File: config.mk
export PLATFORM = sky130hd
export DESIGN_NAME = memoria_arbitro_flat
export DESIGN_NICKNAME = d
export VERILOG_FILES = /design/src/rtl/memoria_arbitro_if.sv /design/src/rtl/memoria_arbitro.sv /design/src/flat_wrapper.sv
export SDC_FILE = /design/constraint.sdc
export NUM_CORES = 1
export LEC_CHECK = 0
export ABC_AREA = 1
export BUFFER_PORTS_ARGS = -buffer_cell sky130_fd_sc_hd__buf_2
export CELL_PAD_IN_SITES_DETAIL_PLACEMENT = 1
export CELL_PAD_IN_SITES_GLOBAL_PLACEMENT = 1
export CORE_ASPECT_RATIO = 1.5
export CORE_UTILIZATION = 31
export CTS_BUF_LIST = sky130_fd_sc_hd__clkbuf_8
export CTS_CLUSTER_SIZE = 20
export DETAILED_ROUTE_END_ITERATION = 10
export PLACE_DENSITY_LB_ADDON = 0.15
export SLEW_MARGIN = 10
export SYNTH_ARGS = -nofsm -noshare
export SYNTH_HDL_FRONTEND = slang
export SYNTH_SLANG_ARGS = --single-unit
File: constraint.sdc
create_clock -name clk -period 1.9 [get_ports clk]
set_clock_uncertainty 0.2 [all_clocks]
set_input_delay 0.19 -clock clk [delete_from_list [all_inputs] [get_ports clk]]
set_output_delay 0.19 -clock clk [all_outputs]
set_load 0.02 [all_outputs]
File: src/rtl/memoria_arbitro_if.sv
// memoria_arbitro_if: bundle of the requester and memory-side signals of the
// three-port memory arbiter.
//   master : environment side (requesters drive req/wr/addr/din and clone
//            controls, the memory drives mem_dato)
//   slave  : arbiter side (drives grants, read data and the memory port)
interface memoria_arbitro_if;
  logic       req0, req1, req2;
  logic       wr0, wr1, wr2;
  logic [3:0] addr0, addr1, addr2;
  logic [7:0] din0, din1, din2;
  logic       gnt0, gnt1, gnt2;
  logic       rvalid0, rvalid1, rvalid2;
  logic [7:0] rdata;
  logic       clone_req;
  logic       clone_dir;
  logic       clone_busy;
  logic [3:0] mem_add;
  logic [7:0] mem_dat;
  logic       mem_w;
  logic       mem_r;
  logic [2:0] mem_flags;
  logic [7:0] mem_dato;

  modport master (
    output req0, req1, req2, wr0, wr1, wr2, addr0, addr1, addr2,
           din0, din1, din2, clone_req, clone_dir, mem_dato,
    input  gnt0, gnt1, gnt2, rvalid0, rvalid1, rvalid2, rdata,
           clone_busy, mem_add, mem_dat, mem_w, mem_r, mem_flags
  );

  modport slave (
    input  req0, req1, req2, wr0, wr1, wr2, addr0, addr1, addr2,
           din0, din1, din2, clone_req, clone_dir, mem_dato,
    output gnt0, gnt1, gnt2, rvalid0, rvalid1, rvalid2, rdata,
           clone_busy, mem_add, mem_dat, mem_w, mem_r, mem_flags
  );
endinterface

File: src/rtl/memoria_arbitro.sv
// memoria_arbitro: round-robin arbiter giving three requesters access to one
// single-port memory, plus a bank-clone command path with priority over them.
//   clk       : single clock, rising edge
//   reset     : asynchronous, active-low
//   bus       : memoria_arbitro_if.slave
//     req/wr/addr/din N  -> request, direction, address, write data
//     gnt N / rvalid N   <- one-cycle grant / read-valid pulses
//     rdata              <- read data, valid while an rvalid is high
//     clone_req/dir      -> clone request and direction
//     clone_busy         <- clone sequence in progress
//     mem_add/dat/w/r    <- memory access port
//     mem_flags          <- clone command (3'b010 bank1->2, 3'b001 bank2->1)
//     mem_dato           -> memory read data, one cycle after mem_r
module memoria_arbitro #(
  parameter int CLONE_CYC = 2
) (
  input logic               clk,
  input logic               reset,
  memoria_arbitro_if.slave  bus
);

  typedef enum logic [2:0] {
    IDLE       = 3'd0,
    ACCESS     = 3'd1,
    READ_WAIT  = 3'd2,
    CLONE      = 3'd3,
    CLONE_WAIT = 3'd4
  } state_t;

  localparam int CW = (CLONE_CYC > 1) ? $clog2(CLONE_CYC) : 1;

  // Round-robin pick: returns {found, index}, search starts after last.
  function automatic logic [2:0] rr_pick(input logic [1:0] last,
                                         input logic [2:0] req);
    logic [2:0] res;
    res = 3'b000;
    case (last)
      2'd0: begin
        if (req[1])      res = {1'b1, 2'd1};
        else if (req[2]) res = {1'b1, 2'd2};
        else if (req[0]) res = {1'b1, 2'd0};
        else             res = 3'b000;
      end
      2'd1: begin
        if (req[2])      res = {1'b1, 2'd2};
        else if (req[0]) res = {1'b1, 2'd0};
        else if (req[1]) res = {1'b1, 2'd1};
        else             res = 3'b000;
      end
      default: begin
        if (req[0])      res = {1'b1, 2'd0};
        else if (req[1]) res = {1'b1, 2'd1};
        else if (req[2]) res = {1'b1, 2'd2};
        else             res = 3'b000;
      end
    endcase
    return res;
  endfunction

  state_t        state_r;
  logic [1:0]    last_r;
  logic [1:0]    win_r;
  logic          wr_r;
  logic [CW-1:0] cnt_r;
  logic [2:0]    gnt_r;
  logic [2:0]    rvalid_r;
  logic          mem_w_r;
  logic          mem_r_r;
  logic [3:0]    mem_add_r;
  logic [7:0]    mem_dat_r;
  logic [2:0]    mem_flags_r;
  logic          busy_r;

  logic [2:0]    pick_s;
  logic          sel_wr_s;
  logic [3:0]    sel_addr_s;
  logic [7:0]    sel_din_s;

  assign pick_s = rr_pick(last_r, {bus.req2, bus.req1, bus.req0});

  // Route the candidate winner's request fields for latching.
  always_comb begin
    sel_wr_s   = 1'b0;
    sel_addr_s = 4'h0;
    sel_din_s  = 8'h00;
    case (pick_s[1:0])
      2'd0: begin
        sel_wr_s   = bus.wr0;
        sel_addr_s = bus.addr0;
        sel_din_s  = bus.din0;
      end
      2'd1: begin
        sel_wr_s   = bus.wr1;
        sel_addr_s = bus.addr1;
        sel_din_s  = bus.din1;
      end
      2'd2: begin
        sel_wr_s   = bus.wr2;
        sel_addr_s = bus.addr2;
        sel_din_s  = bus.din2;
      end
      default: begin
        sel_wr_s   = 1'b0;
        sel_addr_s = 4'h0;
        sel_din_s  = 8'h00;
      end
    endcase
  end

  // Control FSM. Outputs are registered on the transition into the state in
  // which they must be visible, so they line up exactly with that state.
  always_ff @(posedge clk or negedge reset) begin
    if (!reset) begin
      state_r     <= IDLE;
      last_r      <= 2'd2;
      win_r       <= 2'd0;
      wr_r        <= 1'b0;
      cnt_r       <= '0;
      gnt_r       <= 3'b000;
      rvalid_r    <= 3'b000;
      mem_w_r     <= 1'b0;
      mem_r_r     <= 1'b0;
      mem_add_r   <= 4'h0;
      mem_dat_r   <= 8'h00;
      mem_flags_r <= 3'b000;
      busy_r      <= 1'b0;
    end else begin
      gnt_r       <= 3'b000;
      rvalid_r    <= 3'b000;
      mem_w_r     <= 1'b0;
      mem_r_r     <= 1'b0;
      mem_add_r   <= 4'h0;
      mem_dat_r   <= 8'h00;
      mem_flags_r <= 3'b000;
      busy_r      <= 1'b0;
      case (state_r)
        IDLE: begin
          if (bus.clone_req) begin
            // The flags register doubles as the latched clone direction.
            mem_flags_r <= bus.clone_dir ? 3'b001 : 3'b010;
            busy_r      <= 1'b1;
            state_r     <= CLONE;
          end else if (pick_s[2]) begin
            win_r     <= pick_s[1:0];
            last_r    <= pick_s[1:0];
            wr_r      <= sel_wr_s;
            gnt_r     <= 3'b001 << pick_s[1:0];
            mem_w_r   <= sel_wr_s;
            mem_r_r   <= ~sel_wr_s;
            mem_add_r <= sel_addr_s;
            mem_dat_r <= sel_din_s;
            state_r   <= ACCESS;
          end else begin
            state_r <= IDLE;
          end
        end
        ACCESS: begin
          if (wr_r) begin
            state_r <= IDLE;
          end else begin
            rvalid_r <= 3'b001 << win_r;
            state_r  <= READ_WAIT;
          end
        end
        READ_WAIT: begin
          state_r <= IDLE;
        end
        CLONE: begin
          cnt_r <= '0;
          if (CLONE_CYC == 0) begin
            state_r <= IDLE;
          end else begin
            busy_r  <= 1'b1;
            state_r <= CLONE_WAIT;
          end
        end
        CLONE_WAIT: begin
          if (cnt_r == CW'(CLONE_CYC - 1)) begin
            state_r <= IDLE;
          end else begin
            cnt_r   <= cnt_r + CW'(1);
            busy_r  <= 1'b1;
            state_r <= CLONE_WAIT;
          end
        end
        default: begin
          state_r <= IDLE;
        end
      endcase
    end
  end

  assign bus.gnt0       = gnt_r[0];
  assign bus.gnt1       = gnt_r[1];
  assign bus.gnt2       = gnt_r[2];
  assign bus.rvalid0    = rvalid_r[0];
  assign bus.rvalid1    = rvalid_r[1];
  assign bus.rvalid2    = rvalid_r[2];
  assign bus.mem_w      = mem_w_r;
  assign bus.mem_r      = mem_r_r;
  assign bus.mem_add    = mem_add_r;
  assign bus.mem_dat    = mem_dat_r;
  assign bus.mem_flags  = mem_flags_r;
  assign bus.clone_busy = busy_r;
  // Memory data arrives during READ_WAIT itself, so it is passed through,
  // gated by the registered rvalid so rdata is zero at all other times.
  assign bus.rdata      = (|rvalid_r) ? bus.mem_dato : 8'h00;

endmodule

File: src/flat_wrapper.sv
// flat-port wrapper written by rule: the top's interface ports become plain ports
module memoria_arbitro_flat 
#(
  parameter int CLONE_CYC = 2
)
  (clk, reset, bus_req0, bus_req1, bus_req2, bus_wr0, bus_wr1, bus_wr2, bus_addr0, bus_addr1, bus_addr2, bus_din0, bus_din1, bus_din2, bus_clone_req, bus_clone_dir, bus_mem_dato, bus_gnt0, bus_gnt1, bus_gnt2, bus_rvalid0, bus_rvalid1, bus_rvalid2, bus_rdata, bus_clone_busy, bus_mem_add, bus_mem_dat, bus_mem_w, bus_mem_r, bus_mem_flags);
  memoria_arbitro_if bus_i ();
  input logic clk;
  input logic reset;
  input wire logic [$bits(bus_i.req0)-1:0] bus_req0;
  input wire logic [$bits(bus_i.req1)-1:0] bus_req1;
  input wire logic [$bits(bus_i.req2)-1:0] bus_req2;
  input wire logic [$bits(bus_i.wr0)-1:0] bus_wr0;
  input wire logic [$bits(bus_i.wr1)-1:0] bus_wr1;
  input wire logic [$bits(bus_i.wr2)-1:0] bus_wr2;
  input wire logic [$bits(bus_i.addr0)-1:0] bus_addr0;
  input wire logic [$bits(bus_i.addr1)-1:0] bus_addr1;
  input wire logic [$bits(bus_i.addr2)-1:0] bus_addr2;
  input wire logic [$bits(bus_i.din0)-1:0] bus_din0;
  input wire logic [$bits(bus_i.din1)-1:0] bus_din1;
  input wire logic [$bits(bus_i.din2)-1:0] bus_din2;
  input wire logic [$bits(bus_i.clone_req)-1:0] bus_clone_req;
  input wire logic [$bits(bus_i.clone_dir)-1:0] bus_clone_dir;
  input wire logic [$bits(bus_i.mem_dato)-1:0] bus_mem_dato;
  output wire logic [$bits(bus_i.gnt0)-1:0] bus_gnt0;
  output wire logic [$bits(bus_i.gnt1)-1:0] bus_gnt1;
  output wire logic [$bits(bus_i.gnt2)-1:0] bus_gnt2;
  output wire logic [$bits(bus_i.rvalid0)-1:0] bus_rvalid0;
  output wire logic [$bits(bus_i.rvalid1)-1:0] bus_rvalid1;
  output wire logic [$bits(bus_i.rvalid2)-1:0] bus_rvalid2;
  output wire logic [$bits(bus_i.rdata)-1:0] bus_rdata;
  output wire logic [$bits(bus_i.clone_busy)-1:0] bus_clone_busy;
  output wire logic [$bits(bus_i.mem_add)-1:0] bus_mem_add;
  output wire logic [$bits(bus_i.mem_dat)-1:0] bus_mem_dat;
  output wire logic [$bits(bus_i.mem_w)-1:0] bus_mem_w;
  output wire logic [$bits(bus_i.mem_r)-1:0] bus_mem_r;
  output wire logic [$bits(bus_i.mem_flags)-1:0] bus_mem_flags;
  assign bus_i.req0 = bus_req0;
  assign bus_i.req1 = bus_req1;
  assign bus_i.req2 = bus_req2;
  assign bus_i.wr0 = bus_wr0;
  assign bus_i.wr1 = bus_wr1;
  assign bus_i.wr2 = bus_wr2;
  assign bus_i.addr0 = bus_addr0;
  assign bus_i.addr1 = bus_addr1;
  assign bus_i.addr2 = bus_addr2;
  assign bus_i.din0 = bus_din0;
  assign bus_i.din1 = bus_din1;
  assign bus_i.din2 = bus_din2;
  assign bus_i.clone_req = bus_clone_req;
  assign bus_i.clone_dir = bus_clone_dir;
  assign bus_i.mem_dato = bus_mem_dato;
  assign bus_gnt0 = bus_i.gnt0;
  assign bus_gnt1 = bus_i.gnt1;
  assign bus_gnt2 = bus_i.gnt2;
  assign bus_rvalid0 = bus_i.rvalid0;
  assign bus_rvalid1 = bus_i.rvalid1;
  assign bus_rvalid2 = bus_i.rvalid2;
  assign bus_rdata = bus_i.rdata;
  assign bus_clone_busy = bus_i.clone_busy;
  assign bus_mem_add = bus_i.mem_add;
  assign bus_mem_dat = bus_i.mem_dat;
  assign bus_mem_w = bus_i.mem_w;
  assign bus_mem_r = bus_i.mem_r;
  assign bus_mem_flags = bus_i.mem_flags;
  memoria_arbitro #(.CLONE_CYC(CLONE_CYC)) u_core (.clk(clk), .reset(reset), .bus(bus_i));
endmodule
======== Word level (Yosys, flattened, before mapping) ========
Index checks and enable logic that the tools add are counted.
word-level totals
  output and inout port bits .............. 32
  register bits ........................... 33
  input port bits ......................... 54
operators by class
  equality and inequality tests ........... 6
  add/sub/neg operators ................... 1
  shift-type cells ........................ 2
  reduce and logical (&&, ||, !) cells .... 6
  multiplexer cells ....................... 44
  bitwise logic cells ..................... 2
operators with widths
  cell                                                                number
  3-bit two-way mux                                                   18
  8-bit two-way mux                                                   4
  8-bit case mux with 3 select lines                                  1
  4-bit two-way mux                                                   3
  3-bit case mux with 4 select lines                                  1
  4-bit case mux with 3 select lines                                  1
  1-bit two-way mux                                                   10
  1-bit case mux with 3 select lines                                  2
  3-bit case mux with 2 select lines                                  1
  1-bit by 2-bit << shifter with 3-bit output (first input constant)  2
  2-bit by 1-bit == test with 1-bit output (second input constant)    2
  2-bit zero test                                                     2
  2-bit two-way mux                                                   2
  3-bit by 1-bit == test with 1-bit output (second input constant)    1
  3-bit by 2-bit == test with 1-bit output (second input constant)    1
  3-bit == test (second input constant)                               1
  3-bit zero test                                                     1
  3-bit AND reduction                                                 1
  3-bit OR reduction                                                  1
  2-bit == test (second input constant)                               1
  1-bit inverter                                                      2
  1-bit case mux with 2 select lines                                  1
  2-bit nonzero test                                                  1
  1-bit adder (second input constant)                                 1

======== Logic depth before layout (Yosys ltp) ========
  word-level depth ........................ 10
  depth in mapped cells ................... 9
  gate-level depth less buffers ........... 9

======== Worst setup path before layout ========
Ideal clock, no wire load.
  path type ............................... register to output
  from .................................... reg u_core.rvalid_r[1]
  to ...................................... out bus_rdata[0]
  arrival time ............................ 1.204 ns
  data required time ...................... 1.510 ns
  path slack .............................. 0.306 ns
  cell stages (with the launch flop) ...... 3
  buffers on the path ..................... 0
  cells stage by stage .................... dfrtp_1 nor3_1 nor2_1
between the ends
  word-level cells in the longest chain between the ends .. 2
ends and longest elaborated chain
  element                 line                    source
  start, declared         memoria_arbitro.sv:66   logic [2:0] rvalid_r;
  start signal, assigned  memoria_arbitro.sv:161  rvalid_r <= 3'b001 << win_r;
  3-bit OR reduction      memoria_arbitro.sv:207  assign bus.rdata = (|rvalid_r) ? bus.mem_dato : 8'h00;
  8-bit two-way mux       memoria_arbitro.sv:207
  end, declared           flat_wrapper.sv:31      output wire logic [$bits(bus_i.rdata)-1:0] bus_rdata;
Every way passes these cells.

======== Worst setup path after layout ========
  from .................................... reg u_core.last_r[1]
  to ...................................... reg u_core.wr_r
between the ends
  word-level cells in the longest chain between the ends .. 4
ends and longest elaborated chain
  element                                                                      line                    source
  start, declared                                                              memoria_arbitro.sv:61   logic [1:0] last_r;
  start signal, assigned                                                       memoria_arbitro.sv:145  last_r <= pick_s[1:0];
  2-bit by 1-bit == test with 1-bit output or 2-bit zero test (tied branches)  memoria_arbitro.sv:37   case (last)
  3-bit case mux with 2 select lines *                                         memoria_arbitro.sv:37
  2-bit == test (tied with other cells)                                        memoria_arbitro.sv:86   case (pick_s[1:0])
  1-bit case mux with 3 select lines                                           memoria_arbitro.sv:86
  end signal, assigned                                                         memoria_arbitro.sv:146  wr_r <= sel_wr_s;
  end, declared                                                                memoria_arbitro.sv:63   logic wr_r;
Mark *: on every way between the ends. The rest lies on a longest branch, timed or not.
A chain may end at the register's enable or synchronous reset.

==> impl_results.md <==
- R2R Setup Slk: 0.22 ns
- Routed Antenna Nets: 0
- Master of the slowest instance on the critical path: dfstp_2
- IO Pins: 86
- Rel. slew slack: 0.5385
- Filler cells: 554
- DP Area: 1897 um^2
- Die area: 4994 um^2
- Yosys reg bits: 31
- Cells on Worst Hold Path: 3
- Vias: 1557
- Setup crit end: u_core.wr_r
- GPL Wtd Cong: 0.7839
- WS Path Type: reg2reg
- Cell mode on critical path: nand2_1
- P&R area growth vs syn: 56.04%
- DRC Markers: 2
- Leakage: 1.303 nW
- Status: complete, but fails checks
- Synth Flop Type: dfrtp_1
- Synth warn: 0
- Bufs and invs on worst path: 2
- Net count, final: 334
- Worst EP arrival: 1.70 ns
- Mapped Nets: 218
- Port Buf Inserts: 84
- RSZ-0062 raised after global routing: no
- Setup TNS: 0 ns
- Synth Area per Inst: 8.903 um^2
- Wire per inst: 13.34 um
- Netlist cell types: 22
- Reg-to-Reg Start: u_core.last_r[1]
- Fmax: 0.5952 GHz
- Slack of the critical path: 0.2199 ns
- Post-synth ARST share: 1.000
- Final worst path period share: 0.8842
- Post-Syn Area: 1460 um^2
- Layout cells sized above 1: 0.3665
- P per Cell Area: 1147 nW/um^2
- H-tree depth: 2
- HP Class: in2reg
- Crit. Startpoint: u_core.last_r[1]
- Latest clock arrival within the worst-skew pair: 0.28 ns
- Gr usage total: 0.1833
- Failing checks: DRC, hold timing
- CP Cell Sequence: inv_1 -> nand3_4 -> inv_2 -> nor2_8 -> nand2_1 -> nand3_1 -> nand2_1 -> nand2_1
- ANT cells: 0
- Largest net degree at the start of global routing: 32
- Post-route cell area: 2278 um^2
- Fin crit period: 1.680 ns
- Number of buffers created by CTS: 5
- Delay-heaviest family, CP: simple AND/OR/NAND/NOR gates
- First-pass GRT wire length: 6851 um
- Sequential cell area fraction in the yosys report: 0.5321
- Vias per cell: 4.733
- Crit Path Max Fanout: 15
- CP startpoint kind: register
- Vias in the first global route: 1564
- Final slew viol count: 0
- Gr ovfl total: 0
- Total Routed Length: 4390 um
- Max Root-Sink Buffers: 2
- Max Cap Violations: 0
- CTS clk-pin slew, worst paths: 0.07 ns
- CTS sink cnt: 31
- Core Rows: 30
- Core Region: 4504 um^2
- Dpl hpwl: 3185 um
- Peak VDD IR: 398.6 uV
- Commonest non-fill, non-tap cell in the layout: buf_2
- Initial antenna violation count: 0
- Worst Tran Pin Value: 0.6923 ns
- Final setup vio count: 0
- Reg2Reg Capture Point: u_core.wr_r
- Crit path largest cell delay: 0.54 ns
- CTS Root Cell: clkbuf_8
- Die span in x: 58.04 um
- R2R cell count: 8
- Mapped Cells: 164
- Post-Place Setup Slack: 0.2337 ns
- Most frequent cells in the layout: buf_2, nand2_1, dlygate4sd3_1, dfrtp_1, inv_1
- Height of the die: 86.06 um
- CTS tree: built
- Initial core utilization: 0.3242
- WP depth: 8
- Initial drt markers: 36
- Worst Path Required: 1.92 ns
- Drt pass-1 iters: 9
- CP Capture Type: register
- Number of setup buffers added after CTS: 0
- Post-synth EDFFs: 0
- WHS: -0.0006011 ns
- Final core utilization: 0.5058
- Hold Fails Final Rpt: 1
[final cells by class]
cell class / instances / area [um^2] / area share
flip-flops and latches: 31 / 777.0 / 0.3410
repair buffers: 116 / 735.7 / 0.3229
multi-input cells: 102 / 534.3 / 0.2345
inverters: 24 / 90.09 / 0.03954
clock buffers: 5 / 68.82 / 0.03020
well taps: 48 / 60.06 / 0.02636
clock inverters: 3 / 12.51 / 0.005491
[kinds of logic after synthesis]
group	synth area share
AO/OA/AOI/OAI	0.07969
buffers and inverters	0.1020
flip-flops	0.5321
other	0.002568
AND/OR/NAND/NOR	0.2836
[per-stage QoR]
step	power [mW]	cells
2_1_floorplan	1.739	164
3_3_place_gp	2.091	291
3_5_place_dp	2.113	291
4_1_cts	2.642	329
5_1_grt	2.814	329
6_report	2.614	329
[worst register-to-register path: stages (launching register included)]
cell and delay, ns:
dfstp_2 0.54, inv_1 0.08, nand3_4 0.17, inv_2 0.10, nor2_8 0.23, nand2_1 0.08, nand3_1 0.10, nand2_1 0.07
nand2_1 0.06
[per-layer routing]
layer	track usage	vias to the layer above	wire, um
li1	-	764	-
met1	0.1950	740	1653
met2	0.3490	51	2505
met4	0.04545	0	22
met5	0	-	0
met3	0.04676	2	209
[cell usage after synthesis (all sizes together) (6+ instances only)]
cell type | number | area (um^2)
buf | 7 | 58.80
nor2 | 15 | 80.08
a31oi | 12 | 75.07
nand2 | 42 | 180.2
nor3 | 6 | 30.03
nand4 | 13 | 81.33
dfrtp | 30 | 750.7
o21ai | 6 | 33.78
inv | 24 | 90.09
nand3 | 6 | 42.54
[state kept, by name, summed over array words and instances (netlist names), 2 cells and up]
name / flops
u_core.bus.mem_add: 4
u_core.last_r: 2
u_core.bus.mem_dat: 8
u_core.bus.mem_flags: 2
u_core.rvalid_r: 3
u_core.gnt_r: 3
u_core.state_r: 3
[worst min path at each step]
| stage | end | slack, ns | startpoint |
|---|---|---|---|
| floorplan | u_core.bus.clone_busy | -0.31 | reset |
| global placement | u_core.bus.mem_flags[0] | 0.08 | reset |
| detailed placement | u_core.bus.mem_flags[0] | 0.08 | reset |
| CTS | u_core.bus.mem_add[0] | 0.003 | bus_addr1[0] |
| global route | u_core.bus.mem_add[0] | 0.006 | bus_addr1[0] |
| finish | u_core.bus.mem_add[0] | -0.0006 | bus_addr1[0] |
[where the power goes]
part	total [mW]	leakage [nW]	switching, mW	internal (mW)
logic	1.19	0.839	0.785	0.406
registers	0.938	0.413	0.0841	0.854
clock network	0.484	0.0505	0.239	0.246
[what timing repair did]
| item | in CTS | in global routing |
|---|---|---|
| resized for setup | 0 | 0 |
| hold endpoints to repair | 45 | 0 |
| hold buffers | 30 | 0 |
| endpoints found under the setup margin | 0 | 0 |
Note: power is estimated with default switching activity, not from simulation.
